--- src/rtl/ccd_pattern_tx.sv ---
// ---------------------------------------------------------------------------
// ccd_pattern_tx
//
// Synthetic D5M-style camera source. It produces 12-bit Bayer raw pixels with
// FVAL/LVAL framing on the pixel clock. It stands in for the camera pins at
// the registered-input point of the capture path, so that capture, RAW-to-RGB
// and the SDRAM writer can be brought up without a sensor attached.
//
// Ports:
//   iCLK        in   1   pixel clock
//   iRST_N      in   1   synchronous active-low reset
//   iEN         in   1   run request (level); a started frame always completes
//   iMODE       in   2   pattern select, latched at each frame start
//                         0 horizontal ramp, 1 vertical ramp, 2 red field,
//                         3 LFSR noise / mid-grey constant
//   oDATA       out  12  pixel data, 0 whenever oLVAL is low
//   oFVAL       out  1   frame valid
//   oLVAL       out  1   line valid
//   oFRAME_CNT  out  16  completed-frame count (wraps)
//   oBUSY       out  1   high whenever the sequencer is not idle
//
// Build option:
//   CCD_TX_LFSR_EN  when defined, mode 3 emits the low 12 bits of a 16-bit
//                   Fibonacci LFSR (taps 16,14,13,11) reseeded to 0xACE1 at
//                   every frame start. When undefined no LFSR is built and
//                   mode 3 emits a constant 0x800.
// ---------------------------------------------------------------------------
module ccd_pattern_tx #(
   parameter int H_ACTIVE  = 1280,
   parameter int V_ACTIVE  = 960,
   parameter int FV2LV     = 4,
   parameter int HBLANK    = 16,
   parameter int LV2FV     = 4,
   parameter int FRAME_GAP = 32
) (
   input  logic        iCLK,
   input  logic        iRST_N,
   input  logic        iEN,
   input  logic [1:0]  iMODE,
   output logic [11:0] oDATA,
   output logic        oFVAL,
   output logic        oLVAL,
   output logic [15:0] oFRAME_CNT,
   output logic        oBUSY
);

   typedef enum logic [2:0] {
      IDLE,
      FV_PRE,
      LINE,
      HBLK,
      FV_POST,
      GAP
   } state_t;

   localparam logic [11:0] X_LAST      = 12'(H_ACTIVE - 1);
   localparam logic [11:0] Y_LAST      = 12'(V_ACTIVE - 1);
   localparam logic [31:0] FV2LV_LAST  = 32'(FV2LV - 1);
   localparam logic [31:0] HBLANK_LAST = 32'(HBLANK - 1);
   localparam logic [31:0] LV2FV_LAST  = 32'(LV2FV - 1);
   localparam logic [31:0] GAP_LAST    = 32'(FRAME_GAP - 1);

   state_t      state;
   logic [11:0] x;
   logic [11:0] y;
   logic [31:0] phase;
   logic [1:0]  mode;
   logic [11:0] pix;

`ifdef CCD_TX_LFSR_EN
   localparam logic [15:0] LFSR_SEED = 16'hACE1;
   logic [15:0] lfsr;
   logic        lfsr_fb;

   // Right-shifting Fibonacci form: bits 0,2,3,5 correspond to taps 16,14,13,11.
   assign lfsr_fb = lfsr[0] ^ lfsr[2] ^ lfsr[3] ^ lfsr[5];
`endif

   // Pixel value for the current (x, y) under the mode latched for this frame.
   // Bayer row 0 is G1 R G1 R ..., so only even-row/odd-column sites are red.
   always_comb begin
      pix = 12'h000;
      unique case (mode)
         2'd0: pix = x;
         2'd1: pix = y;
         2'd2: pix = (!y[0] && x[0]) ? 12'hFFF : 12'h000;
         2'd3: begin
`ifdef CCD_TX_LFSR_EN
            pix = lfsr[11:0];
`else
            pix = 12'h800;
`endif
         end
         default: pix = 12'h000;
      endcase
   end

   // Frame sequencer. The output registers are loaded from the state as it
   // stands before each edge, so every output trails the state by one cycle;
   // this gives the one-cycle gap between sampling iEN and FVAL rising, while
   // keeping LVAL and the first pixel aligned. The phase counter is shared by
   // all the blanking states because only one of them is ever active.
   always_ff @(posedge iCLK) begin
      if (!iRST_N) begin
         state      <= IDLE;
         x          <= '0;
         y          <= '0;
         phase      <= '0;
         mode       <= '0;
         oDATA      <= '0;
         oFVAL      <= 1'b0;
         oLVAL      <= 1'b0;
         oBUSY      <= 1'b0;
         oFRAME_CNT <= '0;
`ifdef CCD_TX_LFSR_EN
         lfsr       <= LFSR_SEED;
`endif
      end else begin
         oFVAL <= (state == FV_PRE) || (state == LINE) ||
                  (state == HBLK)   || (state == FV_POST);
         oLVAL <= (state == LINE);
         oBUSY <= (state != IDLE);
         oDATA <= (state == LINE) ? pix : 12'h000;

`ifdef CCD_TX_LFSR_EN
         // Advancing only on active pixels keeps every frame bit-identical.
         if (state == LINE) begin
            lfsr <= {lfsr_fb, lfsr[15:1]};
         end
`endif

         unique case (state)
            IDLE: begin
               phase <= '0;
               if (iEN) begin
                  state <= FV_PRE;
                  mode  <= iMODE;
`ifdef CCD_TX_LFSR_EN
                  lfsr  <= LFSR_SEED;
`endif
               end
            end

            FV_PRE: begin
               if (phase == FV2LV_LAST) begin
                  phase <= '0;
                  x     <= '0;
                  y     <= '0;
                  state <= LINE;
               end else begin
                  phase <= phase + 32'd1;
               end
            end

            LINE: begin
               if (x == X_LAST) begin
                  x     <= '0;
                  phase <= '0;
                  if (y == Y_LAST) begin
                     y     <= '0;
                     state <= FV_POST;
                  end else begin
                     y     <= y + 12'd1;
                     state <= HBLK;
                  end
               end else begin
                  x <= x + 12'd1;
               end
            end

            HBLK: begin
               if (phase == HBLANK_LAST) begin
                  phase <= '0;
                  state <= LINE;
               end else begin
                  phase <= phase + 32'd1;
               end
            end

            FV_POST: begin
               if (phase == LV2FV_LAST) begin
                  phase      <= '0;
                  oFRAME_CNT <= oFRAME_CNT + 16'd1;
                  state      <= GAP;
               end else begin
                  phase <= phase + 32'd1;
               end
            end

            GAP: begin
               // iEN is only looked at here, so a frame can never be cut short.
               if (phase == GAP_LAST) begin
                  phase <= '0;
                  if (iEN) begin
                     state <= FV_PRE;
                     mode  <= iMODE;
`ifdef CCD_TX_LFSR_EN
                     lfsr  <= LFSR_SEED;
`endif
                  end else begin
                     state <= IDLE;
                  end
               end else begin
                  phase <= phase + 32'd1;
               end
            end

            default: state <= IDLE;
         endcase
      end
   end

endmodule

--- config.mk ---
export PLATFORM = sky130hd
export DESIGN_NAME = ccd_pattern_tx
export DESIGN_NICKNAME = d
export VERILOG_FILES = /design/src/rtl/ccd_pattern_tx.sv
export SDC_FILE = /design/constraint.sdc
export NUM_CORES = 1
export LEC_CHECK = 0
export ABC_AREA = 0
export CORE_UTILIZATION = 33
export CTS_BUF_LIST = sky130_fd_sc_hd__clkbuf_8
export DETAILED_ROUTE_END_ITERATION = 8
export GPL_ROUTABILITY_DRIVEN = 0
export PLACE_DENSITY = 0.5
export SYNTH_ARGS = -nofsm -noshare
export SYNTH_HDL_FRONTEND = slang
export SYNTH_SLANG_ARGS = --single-unit
export TNS_END_PERCENT = 5
--- constraint.sdc ---
create_clock -name iCLK -period 4.2 [get_ports iCLK]
set_clock_uncertainty 0.15 [all_clocks]
set_input_delay 0.84 -clock iCLK [delete_from_list [all_inputs] [get_ports iCLK]]
set_output_delay 0.84 -clock iCLK [all_outputs]
set_load 0.05 [all_outputs]
==> results.py, run 1 <==
metrics = {
    "run_status": {
        "status": "completed",
    },
    "die": {
        "chipWidth_um": 124.7,
        "dieArea_sq_um": 15550,
        "design.core.area_sq_um": 14590,
        "rows": 44,
        "ios": 36,
        "initial_core_util": 0.3405,
        "die_h_um": 124.7,
    },
    "placed_design": {
        "io_buffers": 35,
        "place_ws_ns": 1.221,
        "dp_hpwl_mm": 9.431,
    },
    "critical_path": {
        "slowest_stage": "nor4_2",
        "cp-start-kind": "register",
        "cp.arrival_ns": 3.18,
        "crit_type": "reg2reg",
        "critical_path.top_delay_family": "simple AND/OR/NAND/NOR gates",
        "path_buf_inv": 1,
        "critPathCaptureType": "register",
        "required_ns": 4.38,
        "crit_chain": "ha_1, or4b_1, nor4_2, nand4_1, buf_4, or4_1, nand2_1",
        "cp_max_fo": 20,
        "max_stage_delay_ns": 0.63,
    },
    "synth": {
        "synthTopCellsByArea": "dfxtp_1 37%, mux2i_1 4.8%, nor2_1 4.5%",
        "async_flop_share": 0,
        "synth_ff_type": "dfxtp_1",
        "synth_top_area_share": 0.3708,
        "syn_area_sq_um": 4967,
        "avgSynthCellArea_sq_um": 8.103,
        "synth.distinct_cells": 60,
        "yosysTopAreaCell": "dfxtp_1",
        "yosys_warnings": 0,
        "synth_edf_count": 0,
        "synth_nets": 622,
        "ys_seq_elements": 92,
        "ys_seq_area_frac": 0.3708,
        "synth_cells": 613,
    },
    "clock_network": {
        "cts_resized": 0,
        "cts_inserted_buffers": 9,
        "cts_root_buf": "clkbuf_8",
        "cts_tree": "built",
        "clkTransAtPathRegs_ns": 0.10,
        "clk_latency_ns": 0.38,
        "clock_sinks": 92,
        "htree_levels": 3,
        "hold_buffers": 0,
        "clockBufferDepth": 2,
        "cts_setup_buffers": 0,
    },
    "drt": {
        "finalWirelength_mm": 13.27,
        "initialDrtViolationCount": 352,
        "drc": 0,
        "ant_nets": 0,
        "via_per_inst": 5.587,
        "vias": 4587,
        "firstDrtPassIters": 5,
        "wl_per_cell_um": 16.17,
    },
    "pwr": {
        "leakage_nw": 1.711,
        "irDropWorstVdd_mv": 0.1373,
        "p_total_w": 0.001690,
        "power_density_nw_per_um2": 296.5,
    },
    "layout": {
        "layout.cells.most_common": "dfxtp_1",
        "final.fill_count": 1495,
        "area_growth_pct": 14.74,
        "nets": 641,
        "layout_common_cells": "92 x dfxtp_1, 60 x nor2_1, 59 x nand2_1",
        "multiInputGateArea_sq_um": 2934,
        "seqCellArea_sq_um": 1842,
        "layout-drive-gt1-share": 0.05495,
        "diodes": 0,
    },
    "global_routing": {
        "grt-busiest-layer": "met2",
        "grt_antenna_before_repair": 0,
        "met3_usage": 0.02921,
        "grt_max_degree": 29,
        "grtUsageTotal": 0.1747,
        "gr-total-overflow": 0,
        "grt_pass1_vias": 4323,
        "use_met2": 0.2649,
        "gr-usage-met1": 0.2481,
        "grt_pass1_wl_mm": 22.20,
    },
    "timing": {
        "fin_tns_setup_ns": 0,
        "min_period_ns": 3.003,
        "finalCritPeriodShare": 0.7149,
        "max_clock_freq_mhz": 333.1,
        "setup_viol": 0,
        "fin_ws_ns": 1.198,
        "rsz0062_at_grt": "false",
        "tightest_slew_ns": 0.8540,
        "slew_headroom": 0.4299,
        "timing_hold_violations_final": 0,
        "maxSlewViolCount": 0,
    },
    "run": {
        "maxCapViolations": 0,
    },
    "worst_hold_path": {
        "min_path_type": "reg2reg",
    },
}
==> power by group <==
part | switching [W] | internal [W] | leakage, nW
Combinational | 0.0000584 | 0.0000325 | 0.853
Clock | 0.000359 | 0.000347 | 0.117
Sequential | 0.0000148 | 0.000878 | 0.742
Total | 0.000432 | 0.00126 | 1.71
==> per-layer routing <==
metal | routed length [um] | share of wire | vias up
met5 | 0 | 0 | -
met4 | 108 | 0.0081 | 0
met3 | 543 | 0.041 | 6
met2 | 5965 | 0.45 | 93
met1 | 6654 | 0.50 | 2180
li1 | - | - | 2308
==> sequential cells by signal, summed over array words and instances, names as in the netlist <==
name	count
mode	2
oBUSY	1
oDATA	12
oFRAME_CNT	16
oFVAL	1
oLVAL	1
phase	32
state	3
x	12
y	12
==> cell type report <==
class                      count  area share
clock inverter                 7     0.01866
tap                          184     0.04040
sequential                    92      0.3232
multi-input combinational    473      0.5148
clock buffer                   9     0.02173
timing repair buffer          44     0.07333
inverter                      12    0.007903
==> path summary, 6_finish.rpt <==
| check | slack (ns) | endpoint | cells past startpoint | from |
|---|---|---|---|---|
| worst max-delay path | 1.20 | oFRAME_CNT[14] | 7 | phase[0] |
| worst min-delay path | 0.34 | oFRAME_CNT[15] | 2 | oFRAME_CNT[15] |
| worst max register to register | 1.20 | oFRAME_CNT[14] | 7 | phase[0] |
| worst min register to register | 0.34 | oFRAME_CNT[15] | 2 | oFRAME_CNT[15] |
==> worst reg2reg max path, delay by kind of cell (launching register included) <==
family,cells,cell delay (ns)
buf+inv,1,0.22
simple gates,5,1.96
fa+ha+maj,1,0.26
flops,1,0.38
==> synth_stat cells (13+ instances only) <==
cell      instances
mux2i_1          24
nor4_1           14
nand2_1          59
clkbuf_1         29
dfxtp_1          92
nor2_1           60
xor2_1           13
nor3_1           21
or4_1            13
o21ai_0          17
a21oi_1          39
nand3_1          43
nand4_1          29
==> cell families (layout without fill, tap and decap cells) <==
logic type / after synthesis / count (layout) / share of synthesized area
AND/OR/NAND/NOR: 301 / 301 / 0.3244
AO/OA/AOI/OAI: 122 / 122 / 0.1688
flip-flops: 92 / 92 / 0.3708
buffers and inverters: 48 / 72 / 0.03854
multiplexers: 24 / 24 / 0.04836
XOR/XNOR: 21 / 21 / 0.03703
adder cells (fa/ha/maj): 5 / 5 / 0.01209
==> stage by stage <==
step / hold slack, ns / instance area, sq um / std cells / util
after floorplan: 0.3031 / 4967 / 613 / -
after global placement: 0.3167 / 5469 / 805 / 0.3749
after detailed placement: 0.3276 / 5469 / 805 / 0.3749
after CTS: 0.3414 / 5699 / 821 / 0.3907
after global routing: 0.3724 / 5699 / 821 / 0.3907
final: 0.3424 / 5699 / 821 / 0.3907
Power figures use the tool's default switching activity.
==> inputs of run 2 (changes only) <==
Clock period 4.2 ns to 2.9 ns, I/O delays scaled along.
==> run 2 against run 1 <==
Compared with the run above:
- largest power group unchanged
- combinational power is 66% higher
- critical path type unchanged
- sequential power grew 45%
- hold slack worse by 0.0076 ns
- largest cell class unchanged
==> results.py, run 2 (synthesized netlist as in run 1, its figures left out) <==
metrics = {
    "run_status": {
        "status": "completed",
    },
    "drt": {
        "dr.max_layer_used": "met4",
        "wl_per_cell_um": 15.64,
        "vias": 4700,
        "wl_met3_um": 488,
        "ant_nets": 0,
        "m1WireLength_mm": 6.537,
        "finalWirelength_mm": 13.20,
        "via_per_inst": 5.569,
        "routed-wl-met2_mm": 6.007,
        "drc": 0,
        "firstDrtPassIters": 5,
        "initialDrtViolationCount": 321,
    },
    "critical_path": {
        "cp.arrival_ns": 2.86,
        "r2r_end": "y[0]",
        "max_stage_delay_ns": 0.66,
        "cp_max_fo": 21,
        "crit_chain": "or4b_1, or4_1, o31a_1, nand3b_1, mux2i_1",
        "path_buf_inv": 0,
        "required_ns": 3.01,
        "ff2ff_path_depth": 5,
        "slowest_stage": "or4b_1",
        "cp-start-kind": "register",
        "critPathCaptureType": "register",
        "crit-reg2reg-launch": "x[11]",
        "crit_type": "reg2reg",
        "rrSetupSlack_ns": 0.16,
        "critical_path.top_delay_family": "simple AND/OR/NAND/NOR gates",
    },
    "layout": {
        "area_growth_pct": 17.41,
        "layout_common_cells": "92 x dfxtp_1, 60 x nor2_1, 59 x nand2_1",
        "reg_top3": "phase (32), oFRAME_CNT (16)",
        "largest_reg_flops": 32,
        "layout.cells.most_common": "dfxtp_1",
        "final_cell_area_sq_um": 5832,
        "nets": 664,
        "diodes": 0,
        "top_register": "phase",
        "layout-drive-gt1-share": 0.08636,
    },
    "timing": {
        "timing_hold_violations_final": 0,
        "maxSlewViolCount": 0,
        "fin_hold_ws_ns": 0.3348,
        "min_period_ns": 2.743,
        "slew_headroom": 0.5028,
        "fin_ws_ns": 0.1566,
        "tightest_slew_ns": 0.7441,
        "fin_tns_setup_ns": 0,
        "finalCritPeriodShare": 0.9460,
        "rsz0062_at_grt": "false",
        "max_clock_freq_mhz": 364.5,
        "setup_viol": 0,
    },
    "die": {
        "chipWidth_um": 124.7,
        "design.core.area_sq_um": 14590,
        "initial_core_util": 0.3405,
        "dieArea_sq_um": 15550,
        "rows": 44,
        "ios": 36,
        "die_h_um": 124.7,
    },
    "placed_design": {
        "dp_hpwl_mm": 9.536,
        "place_ws_ns": 0.1828,
        "io_buffers": 35,
        "dpl_cell_area_sq_um": 5654,
    },
    "global_routing": {
        "grt_pass1_wl_mm": 22.01,
        "gr-total-overflow": 0,
        "grt_antenna_before_repair": 0,
        "grt_pass1_vias": 4327,
        "grt_max_degree": 29,
        "grtUsageTotal": 0.1741,
    },
    "worst_hold_path": {
        "min_path_type": "reg2reg",
        "worst_hold_path.endpoint": "phase[1]",
        "hold_path_startpoint": "phase[1]",
        "hold_depth": 2,
    },
    "clock_network": {
        "cts_tree": "built",
        "clkTransAtPathRegs_ns": 0.10,
        "clk_latency_ns": 0.38,
        "clock_sinks": 92,
        "clockBufferDepth": 2,
        "htree_levels": 3,
        "cts_resized": 0,
        "cts_root_buf": "clkbuf_8",
        "hold_buffers": 0,
        "cts_inserted_buffers": 9,
        "cts_setup_buffers": 0,
    },
    "pwr": {
        "irDropWorstVdd_mv": 0.1836,
        "p_total_w": 0.002256,
        "power_density_nw_per_um2": 386.9,
        "leakage_nw": 1.801,
    },
    "run": {
        "maxCapViolations": 0,
    },
}
## run 2: how the worst max path moves through the flow
stage / from / endpoint / slack (ns) / depth (start not counted)
3_5_place_dp: x[11] / y[0] / 0.18 / 5
2_1_floorplan: x[8] / y[1] / 0.35 / 8
6_report: x[11] / y[0] / 0.16 / 5
4_1_cts: x[11] / y[0] / 0.15 / 5
3_3_place_gp: phase[21] / y[3] / 0.21 / 5
5_1_grt: x[11] / y[0] / 0.03 / 5
## run 2: layer usage
layer,global-route usage,vias up
li1,-,2362
met1,0.2400,2247
met2,0.2701,80
met3,0.02792,11
met4,0.06804,0
met5,0,-
## run 2: final cells by class
class / count / area (sq um)
Sequential cell: 92 / 1842
Clock inverter: 6 / 40.04
Tap cell: 184 / 230.2
Multi-Input combinational cell: 473 / 2934
Clock buffer: 10 / 137.6
Fill cell: 1516 / 8757
Timing Repair Buffer: 67 / 603.1
Inverter: 12 / 45.04
## run 2: worst reg2reg max path, cell delays in order (launching register included)
cell	delay, ns
dfxtp_1	0.35
or4b_1	0.66
or4_1	0.66
o31a_1	0.53
nand3b_1	0.21
mux2i_1	0.08
## run 2: power breakdown
group          internal, W  switching [W]  leakage [nW]
Sequential         0.00127      0.0000176         0.742
Combinational    0.0000573      0.0000942         0.974
Clock             0.000333       0.000483        0.0861
Total              0.00166       0.000595          1.80
## run 2: metrics by stage
| stage | utilization | cells |
|---|---|---|
| global placement | 0.3876 | 828 |
| finish | 0.3997 | 844 |
| detailed placement | 0.3876 | 828 |
| floorplan | - | 613 |
| global route | 0.3997 | 844 |
| CTS | 0.3997 | 844 |
==> inputs of run 3 (changes only) <==
Settings changed: CORE_MARGIN set to 2.
==> run 3 against run 2 <==
Compared with the run above:
- clock-buffer cell count down 1
- die area grew 3.2%
- register-to-register slack is essentially flat
- wire length up 0.84%
- utilization barely moved
- maximum frequency increased by 0.44%
==> results.py, run 3 (synthesized netlist as in run 1, its figures left out) <==
metrics = {
    "run_status": {
        "status": "completed",
    },
    "layout": {
        "final_util": 0.3993,
        "layout-drive-gt1-share": 0.08788,
        "layout_common_cells": "92 x dfxtp_1, 60 x nor2_1, 59 x nand2_1",
        "reg_top3": "phase (32), oFRAME_CNT (16)",
        "diodes": 0,
        "layout.cells.most_common": "dfxtp_1",
        "area_growth_pct": 17.71,
        "nets": 664,
        "largest_reg_flops": 32,
        "top_register": "phase",
    },
    "clock_network": {
        "cts_root_buf": "clkbuf_8",
        "clkTransAtPathRegs_ns": 0.11,
        "clockBufferDepth": 2,
        "cts_inserted_buffers": 9,
        "hold_buffers": 0,
        "cts_tree": "built",
        "clk_latency_ns": 0.40,
        "cts_resized": 0,
        "clock_sinks": 92,
        "cts_setup_buffers": 0,
        "htree_levels": 3,
    },
    "placed_design": {
        "io_buffers": 35,
        "dp_hpwl_mm": 9.526,
        "place_ws_ns": 0.1944,
    },
    "drt": {
        "ant_nets": 0,
        "via_per_inst": 5.595,
        "finalWirelength_mm": 13.31,
        "vias": 4722,
        "firstDrtPassIters": 4,
        "initialDrtViolationCount": 282,
        "wl_per_cell_um": 15.77,
        "drc": 0,
    },
    "critical_path": {
        "crit_type": "reg2reg",
        "cp_max_fo": 21,
        "ff2ff_path_depth": 5,
        "cp.depth": 5,
        "cp.arrival_ns": 2.86,
        "cp-start-kind": "register",
        "max_stage_delay_ns": 0.66,
        "required_ns": 3.03,
        "slowest_stage": "or4_1",
        "critPathCaptureType": "register",
        "critical_path.top_delay_family": "simple AND/OR/NAND/NOR gates",
        "path_buf_inv": 0,
        "crit_chain": "or4b_1, or4_1, o31a_1, nand3b_1, mux2i_1",
    },
    "global_routing": {
        "grt_pass1_wl_mm": 22.57,
        "gr-total-overflow": 0,
        "grtUsageTotal": 0.1725,
        "grt_antenna_before_repair": 0,
        "grt_pass1_vias": 4418,
        "grt_max_degree": 29,
    },
    "worst_hold_path": {
        "min_path_type": "reg2reg",
        "hold_depth": 2,
    },
    "timing": {
        "rsz0062_at_grt": "false",
        "finalCritPeriodShare": 0.9418,
        "timing_hold_violations_final": 0,
        "fin_hold_ws_ns": 0.3411,
        "maxSlewViolCount": 0,
        "slew_headroom": 0.5008,
        "fin_tns_setup_ns": 0,
        "setup_viol": 0,
        "fin_ws_ns": 0.1687,
        "min_period_ns": 2.731,
        "tightest_slew_ns": 0.7488,
        "max_clock_freq_mhz": 366.1,
    },
    "die": {
        "rows": 44,
        "design.core.area_sq_um": 14640,
        "die_h_um": 126.7,
        "chipWidth_um": 126.7,
        "initial_core_util": 0.3392,
        "ios": 36,
        "dieArea_sq_um": 16050,
    },
    "pwr": {
        "irDropWorstVdd_mv": 0.1814,
        "leakage_nw": 1.812,
        "power_density_nw_per_um2": 396.3,
    },
    "run": {
        "maxCapViolations": 0,
    },
}
[run 3: cell types whose count changed in the layout (fill, tap and decap cells not counted), sizes merged]
cell | previous run | this run
clkbuf | 10 | 9
clkinv | 1 | 3
clkinvlp | 3 | 0
inv | 14 | 16
[run 3: report_power, final]
group	leakage, nW	internal (W)	total [W]	switching (W)
clock	0.0997	0.000337	0.000878	0.000540
sequential	0.742	0.00127	0.00129	0.0000146
combinational	0.971	0.0000576	0.000154	0.0000965
total	1.81	0.00167	0.00232	0.000652
[run 3: area by class of cell]
cell class	instances	area, sq um
Clock buffer	9	123.9
Clock inverter	7	68.82
Fill cell	1500	8797
Inverter	12	45.04
Multi-Input combinational cell	473	2934
Sequential cell	92	1842
Tap cell	184	230.2
Timing Repair Buffer	67	603.1
[run 3: layer usage]
metal / track usage / wire length (um) / share of wire / vias up
met5: 0 / 0 / 0 / -
met4: 0.06399 / 206 / 0.015 / 0
met3: 0.02615 / 370 / 0.028 / 13
met2: 0.2792 / 6332 / 0.48 / 68
met1: 0.2337 / 6406 / 0.48 / 2285
li1: - / - / - / 2356
[run 3: through the flow]
stage	power, W	instance area, sq um	std cells
6_report	0.002317	5847	844
5_1_grt	0.002423	5847	844
4_1_cts	0.002362	5847	844
3_5_place_dp	0.001470	5654	828
3_3_place_gp	0.001468	5654	828
2_1_floorplan	0.001416	4967	613
[run 3: worst paths after layout]
check	startpoint	to	slack, ns
worst min register to register	phase[1]	phase[1]	0.34
worst min-delay path	phase[1]	phase[1]	0.34
worst max register to register	x[11]	y[4]	0.17
worst max-delay path	x[11]	y[4]	0.17
[run 3: worst register-to-register path, stage by stage, from the launching register on]
cell	delay (ns)
dfxtp_1	0.35
or4b_1	0.65
or4_1	0.66
o31a_1	0.53
nand3b_1	0.20
mux2i_1	0.08
